$ cat src/rtl/cpu_pkg.sv
// Shared types and constants for the accumulator-style CPU control path.
// Contents: instruction/data/register-select widths, the 4-bit opcode
// enum, the sequencer state enum and the decoder output bundle.
package cpu_pkg;

  localparam int INSTR_W   = 9;
  localparam int DATA_W    = 8;
  localparam int REG_SEL_W = 3;
  localparam int OPC_W     = 4;

  // Opcodes 4'b1010..4'b1110 are deliberately left out: they decode as NOP.
  typedef enum logic [OPC_W-1:0] {
    OP_LOAD   = 4'b0000,
    OP_STORE  = 4'b0001,
    OP_XOR    = 4'b0010,
    OP_BNE    = 4'b0011,
    OP_ADD    = 4'b0100,
    OP_MOV    = 4'b0101,
    OP_LSHIFT = 4'b0110,
    OP_RSHIFT = 4'b0111,
    OP_LOADI  = 4'b1000,
    OP_PARI   = 4'b1001,
    OP_HALT   = 4'b1111
  } opcode_e;

  typedef enum logic [2:0] {
    ST_IDLE     = 3'd0,
    ST_FETCH    = 3'd1,
    ST_EXEC     = 3'd2,
    ST_MEM_WAIT = 3'd3,
    ST_HALT     = 3'd4
  } state_e;

  // Decoder view of one instruction, independent of sequencer state.
  typedef struct packed {
    logic [OPC_W-1:0] alu_cmd;
    logic             reg_we;
    logic             mem_rd;
    logic             mem_we;
    logic             is_branch;
    logic             is_halt;
    logic             is_load;
  } dec_t;

endpackage

$ cat src/rtl/ctrl_seq_if.sv
// Bus between the control sequencer and its neighbours (instruction ROM,
// branch LUT, register file, data memory, ALU).
// master = sequencer side, slave = datapath/memory side.
//   prog_addr_o  PC / ROM address         instr_i        ROM data
//   target_i     branch LUT data          branch_idx_o   LUT index
//   branch_bool_i ALU branch flag         alu_cmd_o      ALU command
//   reg_sel_o    register operand         imm_o          zero-extended immediate
//   reg_we_o / wb_sel_mem_o / mem_rd_o / mem_we_o   write/read strobes
interface ctrl_seq_if #(parameter int PC_W = 10);
  import cpu_pkg::*;

  logic [PC_W-1:0]      prog_addr_o;
  logic [INSTR_W-1:0]   instr_i;
  logic                 branch_bool_i;
  logic [PC_W-1:0]      target_i;
  logic [OPC_W-1:0]     alu_cmd_o;
  logic [REG_SEL_W-1:0] reg_sel_o;
  logic [DATA_W-1:0]    imm_o;
  logic [4:0]           branch_idx_o;
  logic                 reg_we_o;
  logic                 wb_sel_mem_o;
  logic                 mem_rd_o;
  logic                 mem_we_o;

  modport master (
    input  instr_i, branch_bool_i, target_i,
    output prog_addr_o, alu_cmd_o, reg_sel_o, imm_o, branch_idx_o,
           reg_we_o, wb_sel_mem_o, mem_rd_o, mem_we_o
  );

  modport slave (
    output instr_i, branch_bool_i, target_i,
    input  prog_addr_o, alu_cmd_o, reg_sel_o, imm_o, branch_idx_o,
           reg_we_o, wb_sel_mem_o, mem_rd_o, mem_we_o
  );

endinterface

$ cat src/rtl/ctrl_seq_decode.sv
// Purely combinational instruction decoder (module ctrl_decode).
// Ports: i_ir  - latched instruction register
//        o_dec - ALU command and raw strobes/flags; the sequencer qualifies
//                them with its state.
module ctrl_decode
  import cpu_pkg::*;
(
  input  logic [INSTR_W-1:0] i_ir,
  output dec_t               o_dec
);

  logic [OPC_W-1:0] w_opc;
  assign w_opc = i_ir[8:5];

  // Opcode to strobe/flag mapping; unlisted opcodes fall through as NOP.
  always_comb begin
    o_dec         = '0;
    o_dec.alu_cmd = w_opc;
    case (w_opc)
      OP_XOR, OP_ADD, OP_MOV, OP_LSHIFT,
      OP_RSHIFT, OP_LOADI, OP_PARI: o_dec.reg_we = 1'b1;
      OP_STORE: o_dec.mem_we = 1'b1;
      OP_LOAD: begin
        o_dec.mem_rd  = 1'b1;
        o_dec.is_load = 1'b1;
      end
      OP_BNE:  o_dec.is_branch = 1'b1;
      OP_HALT: o_dec.is_halt   = 1'b1;
      default: o_dec.reg_we    = 1'b0;
    endcase
  end

endmodule

$ cat src/rtl/ctrl_seq.sv
// Multi-cycle control sequencer: fetches 9-bit instructions, holds PC/IR,
// and drives ALU command and register-file / data-memory strobes.
// Ports: clk, rst_n (async active-low), start (1-cycle run pulse),
//        bus (ctrl_seq_if.master: ROM, LUT, ALU, reg file, memory),
//        done_o (registered halt flag), instr_cnt_o (saturating retire count).
// Strobes are decoded from registered state and IR only, so an async reset
// removes them immediately and no write can survive an aborted instruction.
module ctrl_seq
  import cpu_pkg::*;
#(
  parameter int PC_W  = 10,
  parameter int CNT_W = 16
)
(
  input  logic             clk,
  input  logic             rst_n,
  input  logic             start,
  ctrl_seq_if.master       bus,
  output logic             done_o,
  output logic [CNT_W-1:0] instr_cnt_o
);

  state_e             r_state;
  state_e             w_next;
  logic [PC_W-1:0]    r_pc;
  logic [INSTR_W-1:0] r_ir;
  logic [CNT_W-1:0]   r_cnt;
  logic               r_done;
  dec_t               w_dec;
  logic [PC_W-1:0]    w_pc_inc;
  logic [CNT_W-1:0]   w_cnt_sat;
  logic               w_in_exec;
  logic               w_in_mw;

  ctrl_decode u_decode (
    .i_ir  (r_ir),
    .o_dec (w_dec)
  );

  assign w_pc_inc  = r_pc + {{(PC_W-1){1'b0}}, 1'b1};
  assign w_cnt_sat = (&r_cnt) ? r_cnt : (r_cnt + {{(CNT_W-1){1'b0}}, 1'b1});
  assign w_in_exec = (r_state == ST_EXEC);
  assign w_in_mw   = (r_state == ST_MEM_WAIT);

  // State register.
  always_ff @(posedge clk or negedge rst_n) begin
    if (!rst_n) begin
      r_state <= ST_IDLE;
    end else begin
      r_state <= w_next;
    end
  end

  // Next-state logic; start is only honoured in IDLE and HALT.
  always_comb begin
    w_next = r_state;
    case (r_state)
      ST_IDLE:     w_next = start ? ST_FETCH : ST_IDLE;
      ST_FETCH:    w_next = ST_EXEC;
      ST_EXEC: begin
        if (w_dec.is_halt) begin
          w_next = ST_HALT;
        end else if (w_dec.is_load) begin
          w_next = ST_MEM_WAIT;
        end else begin
          w_next = ST_FETCH;
        end
      end
      ST_MEM_WAIT: w_next = ST_FETCH;
      ST_HALT:     w_next = start ? ST_FETCH : ST_HALT;
      default:     w_next = ST_IDLE;
    endcase
  end

  // Output decode; strobes are mutually exclusive because EXEC strobes come
  // from a one-hot opcode decode and MEM_WAIT only raises reg_we.
  always_comb begin
    bus.prog_addr_o  = r_pc;
    bus.reg_sel_o    = r_ir[4:2];
    bus.imm_o        = {3'b000, r_ir[4:0]};
    bus.branch_idx_o = r_ir[4:0];
    bus.alu_cmd_o    = 4'b0000;
    bus.reg_we_o     = 1'b0;
    bus.wb_sel_mem_o = 1'b0;
    bus.mem_rd_o     = 1'b0;
    bus.mem_we_o     = 1'b0;
    if (w_in_exec) begin
      bus.alu_cmd_o = w_dec.alu_cmd;
      bus.reg_we_o  = w_dec.reg_we;
      bus.mem_rd_o  = w_dec.mem_rd;
      bus.mem_we_o  = w_dec.mem_we;
    end else if (w_in_mw) begin
      bus.reg_we_o     = 1'b1;
      bus.wb_sel_mem_o = 1'b1;
    end else begin
      bus.alu_cmd_o = 4'b0000;
    end
  end

  // PC, IR, retire counter and done flag.
  always_ff @(posedge clk or negedge rst_n) begin
    if (!rst_n) begin
      r_pc   <= '0;
      r_ir   <= '0;
      r_cnt  <= '0;
      r_done <= 1'b0;
    end else begin
      case (r_state)
        ST_IDLE, ST_HALT: begin
          if (start) begin
            r_pc   <= '0;
            r_cnt  <= '0;
            r_done <= 1'b0;
          end
        end
        ST_FETCH: r_ir <= bus.instr_i;
        ST_EXEC: begin
          // Loads retire in MEM_WAIT; everything else (halt included) here.
          if (!w_dec.is_load) begin
            r_cnt <= w_cnt_sat;
          end
          if (w_dec.is_branch) begin
            r_pc <= bus.branch_bool_i ? bus.target_i : w_pc_inc;
          end else if (w_dec.is_halt) begin
            r_done <= 1'b1;
          end else if (!w_dec.is_load) begin
            r_pc <= w_pc_inc;
          end
        end
        ST_MEM_WAIT: begin
          r_pc  <= w_pc_inc;
          r_cnt <= w_cnt_sat;
        end
        default: r_done <= 1'b0;
      endcase
    end
  end

  assign done_o      = r_done;
  assign instr_cnt_o = r_cnt;

endmodule

$ cat src/flat_wrapper.sv
// flat-port wrapper written by rule: the top's interface ports become plain ports
module ctrl_seq_flat import cpu_pkg::*;
#(
  parameter int PC_W  = 10,
  parameter int CNT_W = 16
)
  (clk, rst_n, start, done_o, instr_cnt_o, bus_instr_i, bus_branch_bool_i, bus_target_i, bus_prog_addr_o, bus_alu_cmd_o, bus_reg_sel_o, bus_imm_o, bus_branch_idx_o, bus_reg_we_o, bus_wb_sel_mem_o, bus_mem_rd_o, bus_mem_we_o);
  ctrl_seq_if #(.PC_W(PC_W)) bus_i ();
  input  logic clk;
  input  logic rst_n;
  input  logic start;
  output logic done_o;
  output logic [CNT_W-1:0] instr_cnt_o;
  input wire logic [$bits(bus_i.instr_i)-1:0] bus_instr_i;
  input wire logic [$bits(bus_i.branch_bool_i)-1:0] bus_branch_bool_i;
  input wire logic [$bits(bus_i.target_i)-1:0] bus_target_i;
  output wire logic [$bits(bus_i.prog_addr_o)-1:0] bus_prog_addr_o;
  output wire logic [$bits(bus_i.alu_cmd_o)-1:0] bus_alu_cmd_o;
  output wire logic [$bits(bus_i.reg_sel_o)-1:0] bus_reg_sel_o;
  output wire logic [$bits(bus_i.imm_o)-1:0] bus_imm_o;
  output wire logic [$bits(bus_i.branch_idx_o)-1:0] bus_branch_idx_o;
  output wire logic [$bits(bus_i.reg_we_o)-1:0] bus_reg_we_o;
  output wire logic [$bits(bus_i.wb_sel_mem_o)-1:0] bus_wb_sel_mem_o;
  output wire logic [$bits(bus_i.mem_rd_o)-1:0] bus_mem_rd_o;
  output wire logic [$bits(bus_i.mem_we_o)-1:0] bus_mem_we_o;
  assign bus_i.instr_i = bus_instr_i;
  assign bus_i.branch_bool_i = bus_branch_bool_i;
  assign bus_i.target_i = bus_target_i;
  assign bus_prog_addr_o = bus_i.prog_addr_o;
  assign bus_alu_cmd_o = bus_i.alu_cmd_o;
  assign bus_reg_sel_o = bus_i.reg_sel_o;
  assign bus_imm_o = bus_i.imm_o;
  assign bus_branch_idx_o = bus_i.branch_idx_o;
  assign bus_reg_we_o = bus_i.reg_we_o;
  assign bus_wb_sel_mem_o = bus_i.wb_sel_mem_o;
  assign bus_mem_rd_o = bus_i.mem_rd_o;
  assign bus_mem_we_o = bus_i.mem_we_o;
  ctrl_seq #(.PC_W(PC_W), .CNT_W(CNT_W)) u_core (.clk(clk), .rst_n(rst_n), .start(start), .bus(bus_i), .done_o(done_o), .instr_cnt_o(instr_cnt_o));
endmodule
$ cat config.mk
export PLATFORM = sky130hd
export DESIGN_NAME = ctrl_seq_flat
export DESIGN_NICKNAME = d
export VERILOG_FILES = /design/src/rtl/cpu_pkg.sv /design/src/rtl/ctrl_seq_if.sv /design/src/rtl/ctrl_seq_decode.sv /design/src/rtl/ctrl_seq.sv /design/src/flat_wrapper.sv
export SDC_FILE = /design/constraint.sdc
export NUM_CORES = 1
export LEC_CHECK = 0
export CAP_MARGIN = 0
export CORE_ASPECT_RATIO = 1.1
export CORE_MARGIN = 2
export CORE_UTILIZATION = 50
export DETAILED_ROUTE_END_ITERATION = 8
export PLACE_DENSITY = 0.85
export REMOVE_ABC_BUFFERS = 1
export SLEW_MARGIN = 30
export SYNTH_ARGS = -nofsm -noshare
export SYNTH_HDL_FRONTEND = slang
export SYNTH_SLANG_ARGS = --single-unit
$ cat constraint.sdc
create_clock -name clk -period 2.7 [get_ports clk]
set_input_delay 0.81 -clock clk [delete_from_list [all_inputs] [get_ports clk]]
set_output_delay 0.81 -clock clk [all_outputs]
set_load 0.01 [all_outputs]
==> metrics.cfg <==
[status]
outcome=completed

[placement]
post-place-ws_ps=66.5
portBuffers=70
place_congestion=0.805
hpwl_um=4060

[global_routing]
grt.overflow.total=0
first_global_vias=2041
grt_use_total_pct=22.6
grt_pass1_wl_um=9700
met2_usage_pct=38.1
use_met3_pct=5.05
grt-busiest-layer=met2
grt_max_degree=40
met1_usage_pct=28.4
antenna_found_initial=0

[clock_tree]
numCtsBuffers=5
cts-root-buf=clkbuf_8
cts.clk_slew.worst_paths_ps=80
clockBufferDepth=2
cts.htree.levels=2
cts_num_sinks=39
postCtsHoldBufs=0
clk_latency_ps=290
cts_tree=yes

[floorplan]
rows=26
die-area_um2=5270
chipHeight_um=76.0
die_width_um=69.4
ios=74
initial_core_util_pct=51.3
coreArea_um2=4590

[layout]
n_antenna_cell=0
drive_gt1_share_pct=15.0
area_delta_synth_final_pct=36.6
fillers=357
multi_input_area_um2=1180
nets=350
fin_util_pct=70.1
regArea_um2=976

[power]
p_leak_nw=1.31
p_total_w=0.00281
ir_drop_uv=577
powerDensity_nw_per_um2=873

[yosys]
synthArstFlopShare_pct=100
synth_edf_count=0
synth_cell_types=48
netlist_area_um2=2350
synth_warnings=0
ys_seq_area_share_pct=41.5
synth_cells=258
synth.avg_cell_area_um2=9.12
ys_ff_latch=39
synthFlopType=dfrtp_1

[timing]
max_freq_ghz=0.382
post-route-period-util_pct=97.0
worst_slew_pin_slew_ps=636
tns_ps=0
period_minus_slack_ps=2620
drv_slew=0
setup_slack_ps=80.2
fin_skew_ps=8.08
finalSetupViolCount=0
hold_violations=0
relSlewSlack_pct=57.2

[drt]
drtPass1Iterations=5
first_iter_violations=163
routedWlPerCell_um=14.9
vias_per_cell=5.66
dr_total_vias=2161
drt-total-wl_um=5710
ant_nets=0
drc=0

[hold_path]
min_path_type=in2async

[job]
maxCapViolCount=0

[critical_path]
critPathLaunchType=flop
cp_data_required_time_ps=1890
critical_path_class=reg2out
path_max_fanout=7
end_kind=output pin
arrival_ps=1810

path summary, 6_finish.rpt:
check	startpoint	to	slack (ps)	depth (start not counted)
max in group asynchronous	rst_n	u_core.bus.prog_addr_o[7]	1870	1
min in group clk	u_core.r_ir[0]	u_core.r_ir[0]	540	1
max	u_core.r_state[2]	bus_alu_cmd_o[1]	80	5
max reg2reg	u_core.r_state[2]	u_core.instr_cnt_o[11]	620	6
min reg2reg	u_core.r_ir[0]	u_core.r_ir[0]	540	1
min	rst_n	u_core.instr_cnt_o[2]	480	1
critical path, stage by stage (launching register included):
cell	delay, ps
dfrtp_1	380
buf_4	160
nand2b_1	190
nor2_2	120
and2_1	130
clkdlybuf4s50_1	530
flip-flops by register name, indices dropped and copies added (netlist names):
| register | flops |
|---|---|
| u_core.r_ir | 9 |
| u_core.done_o | 1 |
| u_core.bus.prog_addr_o | 10 |
| u_core.r_state | 3 |
| u_core.instr_cnt_o | 16 |
synth_stat cells (all sizes together) (3+ instances only):
cell type | number | share of area, %
o31ai | 3 | 0.96
or4 | 3 | 1.3
mux2 | 9 | 4.3
dfrtp | 39 | 41
nor3b | 3 | 1.2
a21oi | 19 | 4.0
nand4 | 5 | 1.3
o211ai | 5 | 1.6
clkbuf | 8 | 1.3
nor4 | 6 | 1.6
nand3 | 10 | 2.1
nand2 | 20 | 3.2
inv | 9 | 1.4
xnor2 | 7 | 2.6
nor4b | 3 | 1.1
o21ai | 14 | 3.5
nor3 | 10 | 2.3
buf | 20 | 6.5
and3 | 3 | 0.80
and2 | 5 | 1.3
o22ai | 7 | 2.4
nor2 | 24 | 3.8
where the power goes:
part / switching, W / internal, W
Clock: 0.000216 / 0.000369
Combinational: 0.000684 / 0.000707
Sequential: 0.000117 / 0.000712
layer usage:
metal  part of all wire [%]  wire [um]
met4                    2.1        118
met1                     43       2440
met2                     50       2860
met3                    5.2        296
met5                      0          0
stage by stage:
| step | cell area [um^2] | hold WS [ps] | cells |
|---|---|---|---|
| 6_report | 3210 | 478 | 382 |
| 3_5_place_dp | 3060 | 527 | 374 |
| 4_1_cts | 3200 | 543 | 382 |
| 2_1_floorplan | 2180 | 499 | 232 |
| 3_3_place_gp | 3060 | 514 | 374 |
| 5_1_grt | 3210 | 514 | 382 |
cell families (layout without fill, tap and decap cells):
group           after synthesis  count (layout)  synth area share (%)
mux                          11              11                  5.16
compound gates               55              55                  15.8
xor+xnor                      8               8                  2.98
fa+ha+maj                     2               2                  1.06
simple gates                105             105                  24.2
other cells                   1               3                 0.159
flops                        39              39                  41.5
buf+inv                      37             103                  9.20
repair_timing:
action / 4_1_cts / 5_1_grt
buffers inserted: 0 / 0
resized for setup: 2 / 4
setup endpoints to repair: 2 / 5
final cells by class:
class / instances / share of cell area, %
multi-input combinational: 184 / 36.6
sequential: 39 / 30.4
timing repair buffer: 86 / 25.5
tap: 56 / 2.18
clock buffer: 5 / 2.14
clock inverter: 3 / 2.10
inverter: 9 / 1.05
placed cells by master (no fill, tap or decap), types with 10 or more instances in the layout:
cell / instances
clkdlybuf4s50_1: 65
dfrtp_1: 39
nor2_1: 23
nand2_1: 20
a21oi_1: 19
buf_4: 17
o21ai_0: 12
nand3_1: 10
(Power assumes the default switching activity.)
